`config.mk`:
```
export PLATFORM = sky130hd
export DESIGN_NAME = sdram_port_arbiter
export DESIGN_NICKNAME = d
export VERILOG_FILES = /design/src/rtl/sdram_arb_pkg.sv /design/src/rtl/sdram_rr_pick.sv /design/src/rtl/sdram_port_arbiter.sv
export SDC_FILE = /design/constraint.sdc
export NUM_CORES = 1
export LEC_CHECK = 0
export BUFFER_PORTS_ARGS = -buffer_cell sky130_fd_sc_hd__buf_2
export CAP_MARGIN = 5
export CORE_AREA = 2 2 188 190
export DETAILED_ROUTE_END_ITERATION = 10
export DIE_AREA = 0 0 190 192
export GPL_ROUTABILITY_DRIVEN = 0
export HOLD_SLACK_MARGIN = 0.15
export PLACE_DENSITY = 0.53
export SYNTH_ARGS = -nofsm -noshare
export SYNTH_HDL_FRONTEND = slang
export SYNTH_SLANG_ARGS = --single-unit
```
`constraint.sdc`:
```
create_clock -name clk -period 10.4 [get_ports clk]
set_input_delay 1.04 -clock clk [delete_from_list [all_inputs] [get_ports clk]]
set_output_delay 1.04 -clock clk [all_outputs]
set_load 0.05 [all_outputs]
```
`src/rtl/sdram_arb_pkg.sv`:
```
// Shared types and helpers for the SDRAM multi-port arbiter.
// Requester index 2i is write port i; index 2i+1 is read port i.
package sdram_arb_pkg;

    typedef enum logic [1:0] {
        S_IDLE = 2'd0,
        S_REQ  = 2'd1,
        S_XFER = 2'd2
    } arb_state_t;

    localparam int ARB_RR    = 0;
    localparam int ARB_FIXED = 1;
    localparam int IDX_W     = 4;

    function automatic logic [2:0] req_port(input logic [IDX_W-1:0] idx);
        return idx[3:1];
    endfunction

    function automatic logic req_is_rd(input logic [IDX_W-1:0] idx);
        return idx[0];
    endfunction

    function automatic logic [IDX_W-1:0] req_next(input logic [IDX_W-1:0] idx, input int num_req);
        if (int'(idx) + 1 >= num_req)
            return '0;
        return idx + 4'd1;
    endfunction

endpackage

```
`src/rtl/sdram_rr_pick.sv`:
```
// Combinational selector: round robin from ptr upward (wrapping), or lowest
// set index when fixed priority is selected.
module sdram_rr_pick
    import sdram_arb_pkg::*;
#(
    parameter int NUM_REQ  = 8,
    parameter int ARB_MODE = ARB_RR
) (
    input  logic [NUM_REQ-1:0] req,
    input  logic [IDX_W-1:0]   ptr,
    output logic [IDX_W-1:0]   idx,
    output logic               vld
);

    logic [IDX_W-1:0] start;

    always_comb begin
        start = (ARB_MODE == ARB_FIXED) ? '0 : ptr;
        idx   = '0;
        vld   = 1'b0;
        // Two passes avoid a dynamic modulo index: first [start..N-1], then [0..start-1].
        for (int i = 0; i < NUM_REQ; i++) begin
            if (!vld && req[i] && (i >= int'(start))) begin
                vld = 1'b1;
                idx = IDX_W'(i);
            end
        end
        for (int i = 0; i < NUM_REQ; i++) begin
            if (!vld && req[i] && (i < int'(start))) begin
                vld = 1'b1;
                idx = IDX_W'(i);
            end
        end
    end

endmodule

```
`src/rtl/sdram_port_arbiter.sv`:
```
// Multi-port front end: grants one write/read requester per burst onto the
// single SDRAM controller interface and steers ack/data back to it.
module sdram_port_arbiter
    import sdram_arb_pkg::*;
#(
    parameter int NUM_PORTS = 4,
    parameter int ADDR_W    = 24,
    parameter int DATA_W    = 16,
    parameter int LEN_W     = 10,
    parameter int ARB_MODE  = 0,
    parameter int TIMEOUT   = 1023
) (
    input  logic                        clk,
    input  logic                        rst,
    input  logic                        init_done,
    input  logic [NUM_PORTS-1:0]        p_wr_req,
    input  logic [NUM_PORTS*ADDR_W-1:0] p_wr_addr,
    input  logic [NUM_PORTS*LEN_W-1:0]  p_wr_len,
    input  logic [NUM_PORTS*DATA_W-1:0] p_din,
    output logic [NUM_PORTS-1:0]        p_wr_ack,
    input  logic [NUM_PORTS-1:0]        p_rd_req,
    input  logic [NUM_PORTS*ADDR_W-1:0] p_rd_addr,
    input  logic [NUM_PORTS*LEN_W-1:0]  p_rd_len,
    output logic [NUM_PORTS-1:0]        p_rd_ack,
    output logic [DATA_W-1:0]           p_dout,
    output logic                        c_wr_req,
    output logic                        c_rd_req,
    input  logic                        c_wr_ack,
    input  logic                        c_rd_ack,
    output logic [ADDR_W-1:0]           c_wr_addr,
    output logic [ADDR_W-1:0]           c_rd_addr,
    output logic [LEN_W-1:0]            c_wr_burst,
    output logic [LEN_W-1:0]            c_rd_burst,
    output logic [DATA_W-1:0]           c_din,
    input  logic [DATA_W-1:0]           c_dout,
    output logic [3:0]                  grant_id,
    output logic                        busy,
    output logic                        err_timeout
);

    localparam int NUM_REQ = 2 * NUM_PORTS;

    arb_state_t       state, state_n;
    logic [NUM_REQ-1:0] req_vec;
    logic [IDX_W-1:0] pick_idx;
    logic             pick_vld;
    logic [IDX_W-1:0] rr_ptr;
    logic             g_rd;
    logic [2:0]       g_port;
    logic [2:0]       pick_port;
    logic [31:0]      wd_cnt;
    logic             wd_expire;
    logic             ack_match;
    logic             do_grant;
    logic             do_ack;
    logic             do_timeout;
    logic             do_done;
    logic [ADDR_W-1:0] pick_wr_addr;
    logic [ADDR_W-1:0] pick_rd_addr;
    logic [LEN_W-1:0]  pick_wr_len;
    logic [LEN_W-1:0]  pick_rd_len;

    always_comb begin
        req_vec = '0;
        for (int i = 0; i < NUM_PORTS; i++) begin
            req_vec[2*i]   = p_wr_req[i];
            req_vec[2*i+1] = p_rd_req[i];
        end
    end

    sdram_rr_pick #(
        .NUM_REQ  (NUM_REQ),
        .ARB_MODE (ARB_MODE)
    ) u_pick (
        .req (req_vec),
        .ptr (rr_ptr),
        .idx (pick_idx),
        .vld (pick_vld)
    );

    assign pick_port = req_port(pick_idx);
    assign g_port    = req_port(grant_id);

    always_comb begin
        pick_wr_addr = '0;
        pick_rd_addr = '0;
        pick_wr_len  = '0;
        pick_rd_len  = '0;
        for (int i = 0; i < NUM_PORTS; i++) begin
            if (pick_port == 3'(i)) begin
                pick_wr_addr = p_wr_addr[i*ADDR_W +: ADDR_W];
                pick_rd_addr = p_rd_addr[i*ADDR_W +: ADDR_W];
                pick_wr_len  = p_wr_len[i*LEN_W +: LEN_W];
                pick_rd_len  = p_rd_len[i*LEN_W +: LEN_W];
            end
        end
    end

    // Only the ack matching the granted type counts; the other channel is ignored.
    assign ack_match = g_rd ? c_rd_ack : c_wr_ack;
    assign wd_expire = (TIMEOUT != 0) && (wd_cnt == 32'(TIMEOUT - 1));

    always_ff @(posedge clk or posedge rst) begin
        if (rst)
            state <= S_IDLE;
        else
            state <= state_n;
    end

    always_comb begin
        state_n    = state;
        do_grant   = 1'b0;
        do_ack     = 1'b0;
        do_timeout = 1'b0;
        do_done    = 1'b0;
        case (state)
            S_IDLE: begin
                if (init_done && pick_vld) begin
                    do_grant = 1'b1;
                    state_n  = S_REQ;
                end
            end
            S_REQ: begin
                if (ack_match) begin
                    do_ack  = 1'b1;
                    state_n = S_XFER;
                end else if (wd_expire) begin
                    do_timeout = 1'b1;
                    state_n    = S_IDLE;
                end
            end
            S_XFER: begin
                if (!ack_match) begin
                    do_done = 1'b1;
                    state_n = S_IDLE;
                end
            end
            default: state_n = S_IDLE;
        endcase
    end

    always_ff @(posedge clk or posedge rst) begin
        if (rst) begin
            grant_id    <= '0;
            g_rd        <= 1'b0;
            busy        <= 1'b0;
            rr_ptr      <= '0;
            wd_cnt      <= '0;
            err_timeout <= 1'b0;
            c_wr_req    <= 1'b0;
            c_rd_req    <= 1'b0;
            c_wr_addr   <= '0;
            c_rd_addr   <= '0;
            c_wr_burst  <= '0;
            c_rd_burst  <= '0;
        end else begin
            err_timeout <= 1'b0;
            if (state == S_REQ)
                wd_cnt <= wd_cnt + 32'd1;
            if (do_grant) begin
                grant_id <= pick_idx;
                g_rd     <= req_is_rd(pick_idx);
                busy     <= 1'b1;
                wd_cnt   <= '0;
                if (req_is_rd(pick_idx)) begin
                    c_rd_req   <= 1'b1;
                    c_rd_addr  <= pick_rd_addr;
                    c_rd_burst <= pick_rd_len;
                end else begin
                    c_wr_req   <= 1'b1;
                    c_wr_addr  <= pick_wr_addr;
                    c_wr_burst <= pick_wr_len;
                end
            end
            if (do_ack) begin
                c_wr_req <= 1'b0;
                c_rd_req <= 1'b0;
            end
            // Both burst end and watchdog expiry release the grant and move the pointer past it.
            if (do_timeout || do_done) begin
                c_wr_req    <= 1'b0;
                c_rd_req    <= 1'b0;
                c_wr_addr   <= '0;
                c_rd_addr   <= '0;
                c_wr_burst  <= '0;
                c_rd_burst  <= '0;
                busy        <= 1'b0;
                rr_ptr      <= req_next(grant_id, NUM_REQ);
                err_timeout <= do_timeout;
            end
        end
    end

    always_comb begin
        p_wr_ack = '0;
        p_rd_ack = '0;
        c_din    = '0;
        if (state == S_XFER) begin
            for (int i = 0; i < NUM_PORTS; i++) begin
                if (g_port == 3'(i)) begin
                    if (g_rd) begin
                        p_rd_ack[i] = c_rd_ack;
                    end else begin
                        p_wr_ack[i] = c_wr_ack;
                        c_din       = p_din[i*DATA_W +: DATA_W];
                    end
                end
            end
        end
    end

    assign p_dout = c_dout;

endmodule

```
=== Yosys cells after proc, flatten, opt, wreduce, memory -nomap -nowiden ===
Cells that the tools add are included.

* Equal/unequal tests: 14
* Add/sub/neg operators: 3
* $lt $le $gt $ge: 17
* Reduce and logical (&&, ||, !) cells: 61
* Mux-type cells: 112

{| class="wikitable"
|+ Operators by type and width
! operator !! count
|-
| $mux 24 || 14
|-
| $mux 16 || 9
|-
| $mux 10 || 14
|-
| $mux 32 || 2
|-
| $mux 1 || 50
|-
| $mux 3 || 12
|-
| $add 32x1->32 const B || 1
|-
| $eq 32x10->1 const B || 1
|-
| $logic_and 1x1->1 || 32
|-
| $ge 3x4->1 const A || 4
|-
| $lt 3x4->1 const A || 4
|-
| $mux 4 || 4
|-
| $logic_not 1->1 || 15
|-
| $eq 3x2->1 const B || 4
|-
| $mux 2 || 6
|-
| $ge 1x4->1 const A || 2
|-
| $ge 2x4->1 const A || 2
|-
| $lt 1x4->1 const A || 2
|-
| $lt 2x4->1 const A || 2
|-
| $reduce_and 2->1 || 4
|-
| $eq 3x1->1 const B || 2
|-
| $logic_not 3->1 || 2
|-
| $pmux 2 s3 || 1
|-
| $reduce_bool 2->1 || 3
|-
| other kinds (13) || 15
|}

* Output and inout port bits: 116
* Bits in registers: 115
* Input port bits: 365
* Word-level logic and storage cells: 220

=== Longest topological paths before layout ===
Gate-level depths: netlist (run 1).

* Depth in word-level cells: 71
* Depth in mapped cells: 11
* Gate-level depth less buffers: 8

=== Cells and area by module ===
From an unflattened synthesis (run 1), not the netlist that was laid out.

* Cell total of the unflattened synthesis: 743
* Area total of the unflattened synthesis: 8,421.8 µm²

{| class="wikitable"
|+ By module, submodules not included
! module !! instances !! area an instance (µm²) !! cells each !! sequential area each (µm²)
|-
| sdram_port_arbiter || 1 || 7,962.6 || 676 || 2,852.7
|-
| sdram_rr_pick || 1 || 459.2 || 67 || 0.0
|}

=== Worst setup path after synthesis (run 1) ===
Ideal clock, no wire load.

* Path type: register to output
* Start point: register grant_id[1]
* End point: output c_din[10]
* Buffers on the path: 3
* Cell stages (with the launch flop): 7
* Required time: 9,360 ps
* Path slack: 6,732 ps
* Arrival: 2,628 ps
* Cells stage by stage: dfrtp_1 > clkbuf_1 > clkbuf_1 > buf_1 > mux2i_1 > o22ai_1 > and2_1

* Longest elaborated chain between the ends: 9
* Elaborated cells between the ends (all ways): 12
* Classes of those cells: eq/ne: 3; mux: 8; reduce/logical: 1

{| class="wikitable"
|+ RTL lines
! element !! line !! RTL
|-
| start, declared || sdram_port_arbiter.sv:36 || <nowiki>output logic [3:0] grant_id,</nowiki>
|-
| start signal, assigned || sdram_port_arbiter.sv:161 || <nowiki>grant_id <= pick_idx;</nowiki>
|-
| $logic_not 3->1 || sdram_port_arbiter.sv:200 || <nowiki>if (g_port == 3'(i)) begin</nowiki>
|-
| $mux 16 || sdram_port_arbiter.sv:200 ||
|-
| $mux 16 || sdram_port_arbiter.sv:201 || <nowiki>if (g_rd) begin</nowiki>
|-
| $mux 16 || sdram_port_arbiter.sv:200 ||
|-
| $mux 16 || sdram_port_arbiter.sv:201 ||
|-
| $mux 16 || sdram_port_arbiter.sv:200 ||
|-
| $mux 16 || sdram_port_arbiter.sv:201 ||
|-
| $mux 16 (*) || sdram_port_arbiter.sv:200 ||
|-
| $mux 16 (*) || sdram_port_arbiter.sv:198 || <nowiki>if (state == S_XFER) begin</nowiki>
|-
| end, declared || sdram_port_arbiter.sv:34 || <nowiki>output logic [DATA_W-1:0] c_din,</nowiki>
|}

Every way passes the cells marked *; elsewhere a longest branch is shown, timed or not.

=== Final worst setup path (run 1) ===
* Start point: input p_wr_req[0]
* End point: register c_rd_burst[2]

* Longest elaborated chain between the ends: 70
* Elaborated cells between the ends (all ways): 94
* Classes of those cells: eq/ne: 3; mux: 40; reduce/logical: 51

{| class="wikitable"
|+ RTL lines
! element !! line !! RTL
|-
| start, declared || sdram_port_arbiter.sv:16 || <nowiki>input logic [NUM_PORTS-1:0] p_wr_req,</nowiki>
|-
| $logic_and 1x1->1 || sdram_rr_pick.sv:23 || <nowiki>if (!vld && req[i] && (i >= int'(start))) begin</nowiki>
|-
| $mux 1 || sdram_rr_pick.sv:23 ||
|-
| $logic_not 1->1 || sdram_rr_pick.sv:23 ||
|-
| $logic_and 1x1->1 (2 in a row) || sdram_rr_pick.sv:23 ||
|-
| $mux 1 || sdram_rr_pick.sv:23 ||
|-
| $logic_not 1->1 || sdram_rr_pick.sv:23 ||
|-
| $logic_and 1x1->1 (2 in a row) || sdram_rr_pick.sv:23 ||
|-
| $mux 1 || sdram_rr_pick.sv:23 ||
|-
| [... 48 more ...] || n/a ||
|-
| $logic_not 1->1 || sdram_rr_pick.sv:29 || <nowiki>if (!vld && req[i] && (i < int'(start))) begin</nowiki>
|-
| $logic_and 1x1->1 (2 in a row) || sdram_rr_pick.sv:29 ||
|-
| $mux 3 || sdram_rr_pick.sv:29 ||
|-
| $logic_not 3->1 || sdram_port_arbiter.sv:90 || <nowiki>if (pick_port == 3'(i)) begin</nowiki>
|-
| $mux 10 (4 in a row) || sdram_port_arbiter.sv:90 ||
|-
| $mux 10 || sdram_port_arbiter.sv:165 || <nowiki>if (req_is_rd(pick_idx)) begin</nowiki>
|-
| $mux 10 || sdram_port_arbiter.sv:160 || <nowiki>if (do_grant) begin</nowiki>
|-
| $mux 10 || sdram_port_arbiter.sv:180 || <nowiki>if (do_timeout || do_done) begin</nowiki>
|-
| end signal, assigned || sdram_port_arbiter.sv:168 || <nowiki>c_rd_burst <= pick_rd_len;</nowiki>
|-
| end, declared || sdram_port_arbiter.sv:33 || <nowiki>output logic [LEN_W-1:0] c_rd_burst,</nowiki>
|}

Several ways; a longest one is shown, not always the timed one. The select of a mux whose other input is x is not followed.
A chain may end at the register's enable or synchronous reset.

==> flow_metrics.env, run 1 <==
export IMPL_final_hold_violation_count=0
export IMPL_fmax_ghz=0.231
export IMPL_drc=0
export IMPL_dp_cells=1817
export IMPL_cts_resized=0
export IMPL_skew_ns=0.0202
export IMPL_grt_overflow_total=0
export IMPL_cts_buffer_depth=2
export IMPL_nets=1749
export IMPL_dieHeight_um=192
export IMPL_dp_hpwl_um=27900
export IMPL_ys_ff_latch=113
export IMPL_ff2ff_setup_slack_ns=6.13
export IMPL_clock_sinks=113
export IMPL_setup_viol=0
export IMPL_finalMaxSlewViolations=0
export IMPL_grt_pass1_wl_um=55300
export IMPL_first_iter_violations=596
export IMPL_crit_type="primary input to flop"
export IMPL_met3_usage=0.0526
export IMPL_synthCells=1025
export IMPL_clkLatencyLatePin_ns=0.42
export IMPL_crit_start="p_wr_req[0]"
export IMPL_arrival_ns=4.61
export IMPL_worstHoldStart="wd_cnt[6]"
export IMPL_final_core_utilization=0.350
export IMPL_critPathBufInv=1
export IMPL_final_common_cell="buf_2"
export IMPL_critPathLaunchType="primary input"
export IMPL_rows=68
export IMPL_hold_class="flop to flop"
export IMPL_r2r_end="c_wr_addr[0]"
export IMPL_worstMarginPinSlew_ns=1.12
export IMPL_root_buffer="clkbuf_16"
export IMPL_cts_tree="built"
export IMPL_required_ns=10.68
export IMPL_worstReg2RegStart="rr_ptr[3]"
export IMPL_synthXorXnorAreaFrac=0.0128
export IMPL_endpoint_kind="flop"
export IMPL_grt_util_met1=0.238
export IMPL_antenna_found_initial=19
export IMPL_path_cells="buf_2, nor2b_1, o21ai_1, nand4_2, nor3_1, a2111o_2, nand2_2, o41ai_1"
export IMPL_synth_compound_area_share=0.310
export IMPL_grt_max_degree=85
export IMPL_synthSimpleGateAreaFrac=0.233
export IMPL_synth_mux_area_frac=0.0543
export IMPL_use_met2=0.343
export IMPL_rr_worst_depth=9
export IMPL_dieArea_mm2=0.0365
export IMPL_mostFrequentLayoutCells="447 x buf_2, 113 x dfrtp_1, 98 x nand2_1"
export IMPL_synth_nets=1393
export IMPL_cp_num_cells=8
export IMPL_syn_area_mm2=0.00891
export IMPL_clk_pin_slew_ns=0.06
export IMPL_status="finished, final reports clean"
export IMPL_power_density_mw_per_mm2=292
export IMPL_max_cap_viol_count=0
export IMPL_die_w_um=190
export IMPL_relSlewSlack=0.250
export IMPL_detail_route_antenna_nets=0
export IMPL_drt_first_pass_iters=4
export IMPL_io_pins=481
export IMPL_core_mm2=0.0343
export IMPL_grt_setup_unrepaired="false"
export IMPL_grt_pass1_vias=9346
export IMPL_gr_max_usage_layer="met2"
export IMPL_vias=9660
export IMPL_ir_drop_mv=0.178
export IMPL_drive_above_1_share=0.400
export IMPL_wl_per_cell_um=20.0
export IMPL_io_buffers=447
export IMPL_synth_lib_cells_used_distinct=66
export IMPL_area_growth_pct=34.5
export IMPL_postSynthAreaPerCell_um2=8.70
export IMPL_cp_slowest_cell="nand2_2"
export IMPL_synthAdderAreaFrac=0.00421
export IMPL_synth_yosys_seq_area_share=0.317
export IMPL_ys_warnings_count=0
export IMPL_vias_per_cell=5.18
export IMPL_wirelength_um=37300
export IMPL_slowest_delay_ns=0.86
export IMPL_p_leak_nw=5.54
export IMPL_track_usage=0.199
export IMPL_hold_ws_ns=0.491
export IMPL_ys_flop_type="dfrtp_1"
export IMPL_crit_fanout=36
export IMPL_setup_tns_ns=0
export IMPL_cpLargestDelayFamily="compound AO/OA/AOI/OAI gates"
export IMPL_fin_cells=1865
export IMPL_fin_crit_sh=0.417
export IMPL_async_flop_share=1.00
export IMPL_period_minus_slack_ns=4.33
export IMPL_postCtsSetupBuffers=0
export IMPL_start_util=0.260
export IMPL_cts_buffers=17
export IMPL_synth_edf_count=0
export IMPL_cts_max_level=4
export IMPL_worst_setup_path_endpoint="c_rd_burst[2]"
export IMPL_hold_buffers=0
export IMPL_synth_top_family_by_area="compound AO/OA/AOI/OAI gates"
[cell type report]
class,count,area (um2)
Timing Repair Buffer,458,2320
Sequential cell,113,2830
Inverter,10,42.5
Fill cell,3649,22300
Multi-Input combinational cell,781,5570
Antenna cell,16,40.0
Clock inverter,13,171
Clock buffer,19,453
Tap cell,455,569
[logic make-up (layout without fill, tap and decap cells)]
group / Yosys count / in the layout
other: 1 / 17
AND/OR/NAND/NOR: 388 / 388
XOR/XNOR: 13 / 13
multiplexers: 39 / 39
adder cells (fa/ha/maj): 3 / 3
buffers and inverters: 131 / 500
flip-flops: 113 / 113
AO/OA/AOI/OAI: 337 / 337
[worst min path at each step]
stage | to | slack, ns | cells past startpoint
finish | wd_cnt[6] | 0.49 | 1
floorplan | wd_cnt[30] | 0.46 | 1
global route | wd_cnt[6] | 0.51 | 1
detailed placement | c_wr_req | 0.49 | 2
global placement | grant_id[1] | 0.47 | 2
CTS | wd_cnt[6] | 0.50 | 1
[worst register-to-register path, stage by stage (launching register included)]
cell	delay [ns]
dfrtp_1	0.64
nor2_1	0.27
o32ai_1	0.38
o41ai_2	0.19
o211ai_4	0.87
buf_4	0.73
a21o_1	0.22
buf_4	0.36
o311ai_1	0.31
a22oi_1	0.21
[per-layer routing]
metal / vias up / part of all wire
li1: 4586 / -
met1: 4627 / 0.40
met2: 395 / 0.50
met3: 48 / 0.075
met4: 4 / 0.023
met5: - / 0.00072
[sequential cells by signal (all words and copies together) (netlist names), 2 cells and up]
register and count:
c_rd_addr 24, c_rd_burst 10, c_wr_addr 24, c_wr_burst 10, grant_id 3, rr_ptr 4, state 2, wd_cnt 32
[per-stage QoR]
step	power (mW)	area, um2	setup WS (ns)
final	3.50	12000	6.07
after global routing	3.72	12000	5.74
after CTS	3.53	11900	6.15
after detailed placement	2.89	11300	5.70
after global placement	2.86	11300	5.77
after floorplan	2.32	8910	6.37
[cell usage after synthesis, types with 30 or more instances]
library cell / number / area share
a211oi_1: 36 / 0.030
a21boi_0: 64 / 0.054
a22oi_1: 32 / 0.027
and3_1: 71 / 0.050
clkbuf_1: 79 / 0.033
dfrtp_1: 113 / 0.32
nand2_1: 100 / 0.042
nand2b_1: 72 / 0.051
nor2_1: 42 / 0.018
o211ai_1: 38 / 0.032
o221ai_2: 30 / 0.051
o311ai_1: 32 / 0.031
o31ai_1: 35 / 0.029
[power breakdown]
part           leakage [nW]  internal, mW  switching [mW]
clock                 0.301         0.394           0.241
combinational          3.79         0.666            1.48
sequential             1.44         0.590           0.122
(Power assumes the default switching activity.)
==> run 2, diff against run 1 <==
Settings changed: PLACE_DENSITY 0.53 to 0.55.
Clock period 10.4 ns to 3.9 ns, I/O delays scaled along.
==> flow_metrics.env, run 2 (same netlist as run 1, synthesis figures left out) <==
export IMPL_status="finished, final reports clean"
export IMPL_rows=68
export IMPL_p_comb_frac=0.627
export IMPL_required_ns=4.22
export IMPL_crit_fanout=87
export IMPL_intPower_mw=4.44
export IMPL_vias=9777
export IMPL_drive_above_1_share=0.405
export IMPL_arrival_ns=3.62
export IMPL_fill_cells=3640
export IMPL_hold_ws_ns=0.257
export IMPL_die_w_um=190
export IMPL_final_hold_violation_count=0
export IMPL_slowest_delay_ns=0.77
export IMPL_max_cap_viol_count=0
export IMPL_largest_reg_flops=32
export IMPL_vias_per_cell=5.23
export IMPL_relSlewSlack=0.277
export IMPL_skew_ns=0.0192
export IMPL_met3_usage=0.0475
export IMPL_core_mm2=0.0343
export IMPL_crit_type="flop to flop"
export IMPL_fin_crit_sh=0.848
export IMPL_path_cells="nor2_1, or3_4, nand2_1, nor4_1, or3_4, buf_4, a211oi_1, a22oi_1"
export IMPL_grt_max_degree=134
export IMPL_dieArea_mm2=0.0365
export IMPL_start_util=0.260
export IMPL_finalMaxSlewViolations=0
export IMPL_p_switching_mw=4.97
export IMPL_cpMostUsedCell="or3_4"
export IMPL_wl_per_cell_um=19.9
export IMPL_power_density_mw_per_mm2=776
export IMPL_fin_cells=1868
export IMPL_dp_hpwl_um=27800
export IMPL_first_iter_violations=555
export IMPL_swShare=0.528
export IMPL_dp_cells=1831
export IMPL_io_pins=481
export IMPL_setup_tns_ns=0
export IMPL_total_power_mw=9.41
export IMPL_clkLatencyLatePin_ns=0.42
export IMPL_cts_buffer_depth=2
export IMPL_p_leak_nw=5.62
export IMPL_worstMarginPinSlew_ns=1.08
export IMPL_clock_sinks=113
export IMPL_cts_max_level=4
export IMPL_cts_tree="built"
export IMPL_top_register="wd_cnt"
export IMPL_period_minus_slack_ns=3.31
export IMPL_final_common_cell="buf_2"
export IMPL_cpLargestDelayFamily="simple AND/OR/NAND/NOR gates"
export IMPL_regArea_mm2=0.00283
export IMPL_gr_max_usage_layer="met2"
export IMPL_antenna_found_initial=9
export IMPL_critPathBufInv=1
export IMPL_grt_pass1_vias=9643
export IMPL_setup_ws_ns=0.594
export IMPL_place_ws_ns=0.682
export IMPL_wirelength_um=37100
export IMPL_pwr_share_clk=0.172
export IMPL_area_growth_pct=35.9
export IMPL_critPathLaunchType="flop"
export IMPL_grt_overflow_total=0
export IMPL_io_buffers=447
export IMPL_dieHeight_um=192
export IMPL_drc=0
export IMPL_cp_slowest_cell="buf_4"
export IMPL_fmax_ghz=0.302
export IMPL_nets=1764
export IMPL_use_met2=0.347
export IMPL_mostFrequentLayoutCells="447 x buf_2, 113 x dfrtp_1, 98 x nand2_1"
export IMPL_power_share_sequential=0.201
export IMPL_endpoint_kind="flop"
export IMPL_cts_buffers=17
export IMPL_grt_pass1_wl_um=55700
export IMPL_ir_drop_mv=0.432
export IMPL_grt_util_met1=0.238
export IMPL_multi_input_area_mm2=0.00557
export IMPL_track_usage=0.199
export IMPL_clk_pin_slew_ns=0.06
export IMPL_largestRegisters="wd_cnt x32, c_rd_addr x24, c_wr_addr x24"
export IMPL_root_buffer="clkbuf_16"
export IMPL_setup_viol=0
export IMPL_drt_first_pass_iters=5
export IMPL_grt_setup_unrepaired="false"
export IMPL_hold_class="primary input to flop"
export IMPL_detail_route_antenna_nets=0
export IMPL_cts_resized=0
## run 2: changes by cell type in the layout (fill, tap and decap cells not counted), sizes merged
cell / previous run / this run
dlygate4sd3: 0 / 1
bufinv: 3 / 2
inv: 15 / 14
clkinvlp: 2 / 4
buf: 458 / 472
diode: 16 / 4
## run 2: power groups by stage
stage	clock (mW)	sequential [mW]	combinational [mW]
2_1_floorplan	0	2.98	3.22
3_3_place_gp	0	1.90	5.88
3_5_place_dp	0	1.91	5.96
4_1_cts	1.66	1.90	5.95
5_1_grt	1.71	1.95	6.37
6_report	1.62	1.89	5.90
## run 2: cell type report
cell class | count | share of cell area
multi-input cells | 781 | 0.459
flip-flops and latches | 113 | 0.233
repair buffers | 473 | 0.207
well taps | 455 | 0.0470
clock buffers | 19 | 0.0365
clock inverters | 13 | 0.0127
inverters | 10 | 0.00330
diodes | 4 | 0.000826
## run 2: stage by stage
stage / util / instance area [um2]
final: 0.353 / 12100
after CTS: 0.353 / 12100
after global placement: 0.335 / 11500
after floorplan: - / 8910
after detailed placement: 0.335 / 11500
after global routing: 0.353 / 12100
## run 2: per-layer routing
layer | part of all wire | routed length [um]
met1 | 0.42 | 15400
met2 | 0.48 | 18000
met3 | 0.074 | 2750
met4 | 0.026 | 966
met5 | 0.00092 | 34
## run 2: timing repair
item                      4_1_cts  5_1_grt
hold endpoints to repair       46        0
hold buffers                    1        0
buffers inserted                0        0
## run 2: worst paths after layout
check | startpoint | endpoint | slack (ns) | cells after the start
setup / recovery | rr_ptr[3] | c_wr_burst[7] | 0.59 | 8
hold / removal | p_rd_addr[79] | c_rd_addr[7] | 0.26 | 3
setup reg to reg | rr_ptr[3] | c_wr_burst[7] | 0.59 | 8
hold reg to reg | wd_cnt[6] | wd_cnt[6] | 0.49 | 1
max in group asynchronous | rst | wd_cnt[15] | 2.42 | 4
min in group asynchronous | rst | c_wr_addr[6] | 0.62 | 3
## run 2: tightest hold or removal path, delay by kind of cell
family	cells	cell delay [ns]
AO/OA/AOI/OAI	1	0.08
buffers and inverters	1	0.10
AND/OR/NAND/NOR	1	0.06
==> run 3, diff against run 2 <==
Settings changed: CORE_AREA 2 2 188 190 to 2 2 185 187, DIE_AREA 0 0 190 192 to 0 0 187 189.
Clock period 3.9 ns to 3.2 ns, I/O delays scaled along.
==> flow_metrics.env, run 3 (same netlist as run 1, synthesis figures left out) <==
export IMPL_final_area_mm2=0.0123
export IMPL_wl_per_cell_um=20.0
export IMPL_rows=67
export IMPL_ir_drop_mv=0.393
export IMPL_dieHeight_um=189
export IMPL_worstHoldStart="p_rd_len[35]"
export IMPL_finalMaxSlewViolations=0
export IMPL_grt_pass1_wl_um=56900
export IMPL_relSlewSlack=0.473
export IMPL_grt_max_degree=86
export IMPL_intPower_mw=5.61
export IMPL_drive_above_1_share=0.414
export IMPL_vias=9880
export IMPL_r2r_end="c_rd_addr[0]"
export IMPL_slowest_delay_ns=0.54
export IMPL_critPathBufInv=2
export IMPL_p_leak_nw=5.73
export IMPL_io_buffers=447
export IMPL_top_register="wd_cnt"
export IMPL_ff2ff_setup_slack_ns=0.21
export IMPL_p_switching_mw=6.10
export IMPL_grt_setup_unrepaired="true"
export IMPL_required_ns=3.53
export IMPL_nets=1775
export IMPL_final_hold_violation_count=0
export IMPL_hold_class="primary input to flop"
export IMPL_track_usage=0.206
export IMPL_rr_worst_depth=9
export IMPL_worstMarginPinSlew_ns=0.791
export IMPL_largest_reg_flops=32
export IMPL_holdPathEnd="c_rd_burst[5]"
export IMPL_final_common_cell="buf_2"
export IMPL_cpLargestDelayFamily="compound AO/OA/AOI/OAI gates"
export IMPL_cp_slowest_cell="dfrtp_1"
export IMPL_area_growth_pct=38.4
export IMPL_path_cells="nand3_1, a21oi_1, a2111oi_4, a211oi_4, buf_4, a21oi_4, or3_2, buf_12, o221ai_1"
export IMPL_fin_crit_sh=0.933
export IMPL_setup_viol=0
export IMPL_start_util=0.268
export IMPL_wirelength_um=37600
export IMPL_clk_pin_slew_ns=0.07
export IMPL_max_cap_viol_count=0
export IMPL_drt_first_pass_iters=5
export IMPL_vias_per_cell=5.26
export IMPL_grt_pass1_vias=9778
export IMPL_cts_buffer_depth=2
export IMPL_endpoint_kind="flop"
export IMPL_root_buffer="clkbuf_16"
export IMPL_antenna_found_initial=12
export IMPL_core_mm2=0.0333
export IMPL_final_core_utilization=0.371
export IMPL_cts_tree="built"
export IMPL_dieArea_mm2=0.0353
export IMPL_dp_hpwl_um=28100
export IMPL_dpl_cell_area_mm2=0.0116
export IMPL_crit_fanout=32
export IMPL_cts_max_level=4
export IMPL_mostFrequentLayoutCells="447 x buf_2, 112 x dfrtp_1, 98 x nand2_1"
export IMPL_crit_start="rr_ptr[1]"
export IMPL_power_share_sequential=0.197
export IMPL_setup_ws_ns=0.214
export IMPL_pwr_share_clk=0.174
export IMPL_cts_buffers=17
export IMPL_grt_overflow_total=0
export IMPL_fmax_ghz=0.335
export IMPL_drc=0
export IMPL_worstReg2RegStart="rr_ptr[1]"
export IMPL_skew_ns=0.0163
export IMPL_largestRegisters="wd_cnt x32, c_rd_addr x24, c_wr_addr x24"
export IMPL_place_ws_ns=0.135
export IMPL_swShare=0.521
export IMPL_detail_route_antenna_nets=0
export IMPL_clkLatencyLatePin_ns=0.42
export IMPL_p_comb_frac=0.629
export IMPL_die_w_um=187
export IMPL_period_minus_slack_ns=2.99
export IMPL_power_density_mw_per_mm2=948
export IMPL_arrival_ns=3.31
export IMPL_first_iter_violations=534
export IMPL_holdPathStages=3
export IMPL_clock_sinks=113
export IMPL_crit_type="flop to flop"
export IMPL_critPathLaunchType="flop"
export IMPL_status="finished, final reports clean"
export IMPL_hold_ws_ns=0.179
export IMPL_io_pins=481
run 3: cell count changes in the layout (fill, tap and decap cells not counted), moves of 2 or more:
cell	previous run	this run
clkinv_2	0	2
buf_4	19	23
o311ai_2	0	2
diode_2	4	11
clkinvlp_4	4	2
o311ai_1	32	30
buf_12	6	11
run 3: routing by layer:
layer  vias to the layer above  global-route usage  share of wire
met1                      4752               0.254           0.41
met2                       444               0.345           0.49
met3                        52              0.0506          0.072
met5                         -                   0        0.00035
met4                         2              0.0849          0.027
li1                       4630                   -              -
run 3: cell type report:
cell class                      count  area (um2)
Inverter                           10        41.3
Clock buffer                       18         439
Tap cell                          448         561
Clock inverter                     14         178
Fill cell                        3510       20900
Timing Repair Buffer              483        2650
Multi-Input combinational cell    782        5620
Sequential cell                   113        2830
Antenna cell                       11        27.5
run 3: worst max-delay path by stage:
stage	endpoint	slack, ns	cells past startpoint
floorplan	c_din[10]	0.25	6
global placement	c_wr_addr[15]	0.22	8
detailed placement	c_wr_burst[4]	0.14	8
CTS	c_wr_burst[3]	0.12	8
global route	c_rd_burst[3]	-0.02	9
finish	c_rd_addr[0]	0.21	9
run 3: repair_timing:
action	4_1_cts	5_1_grt
endpoints found under the hold margin	28	0
resized for setup	0	8
hold buffers	1	0
setup buffers	0	0
endpoints found under the setup margin	0	14
run 3: worst register-to-register path, stage by stage, from the launching register on:
cell,delay (ns)
dfrtp_1,0.54
nand3_1,0.15
a21oi_1,0.48
a2111oi_4,0.18
a211oi_4,0.46
buf_4,0.22
a21oi_4,0.03
or3_2,0.46
buf_12,0.20
o221ai_1,0.18
run 3: power by group through the flow:
stage          clock [mW]  sequential (mW)  combinational (mW)
2_1_floorplan           0             3.63                3.92
3_3_place_gp            0             2.32                7.29
3_5_place_dp            0             2.32                7.37
4_1_cts              2.08             2.31                7.37
5_1_grt              2.15             2.37                7.97
6_report             2.03             2.30                7.37
run 3: through the flow:
step	power, mW	cells	TNS, ns
after global placement	9.61	1834	0
final	11.7	1879	0
after detailed placement	9.69	1834	0
after global routing	12.5	1878	-0.0297
after floorplan	7.55	1025	0
after CTS	11.8	1867	0
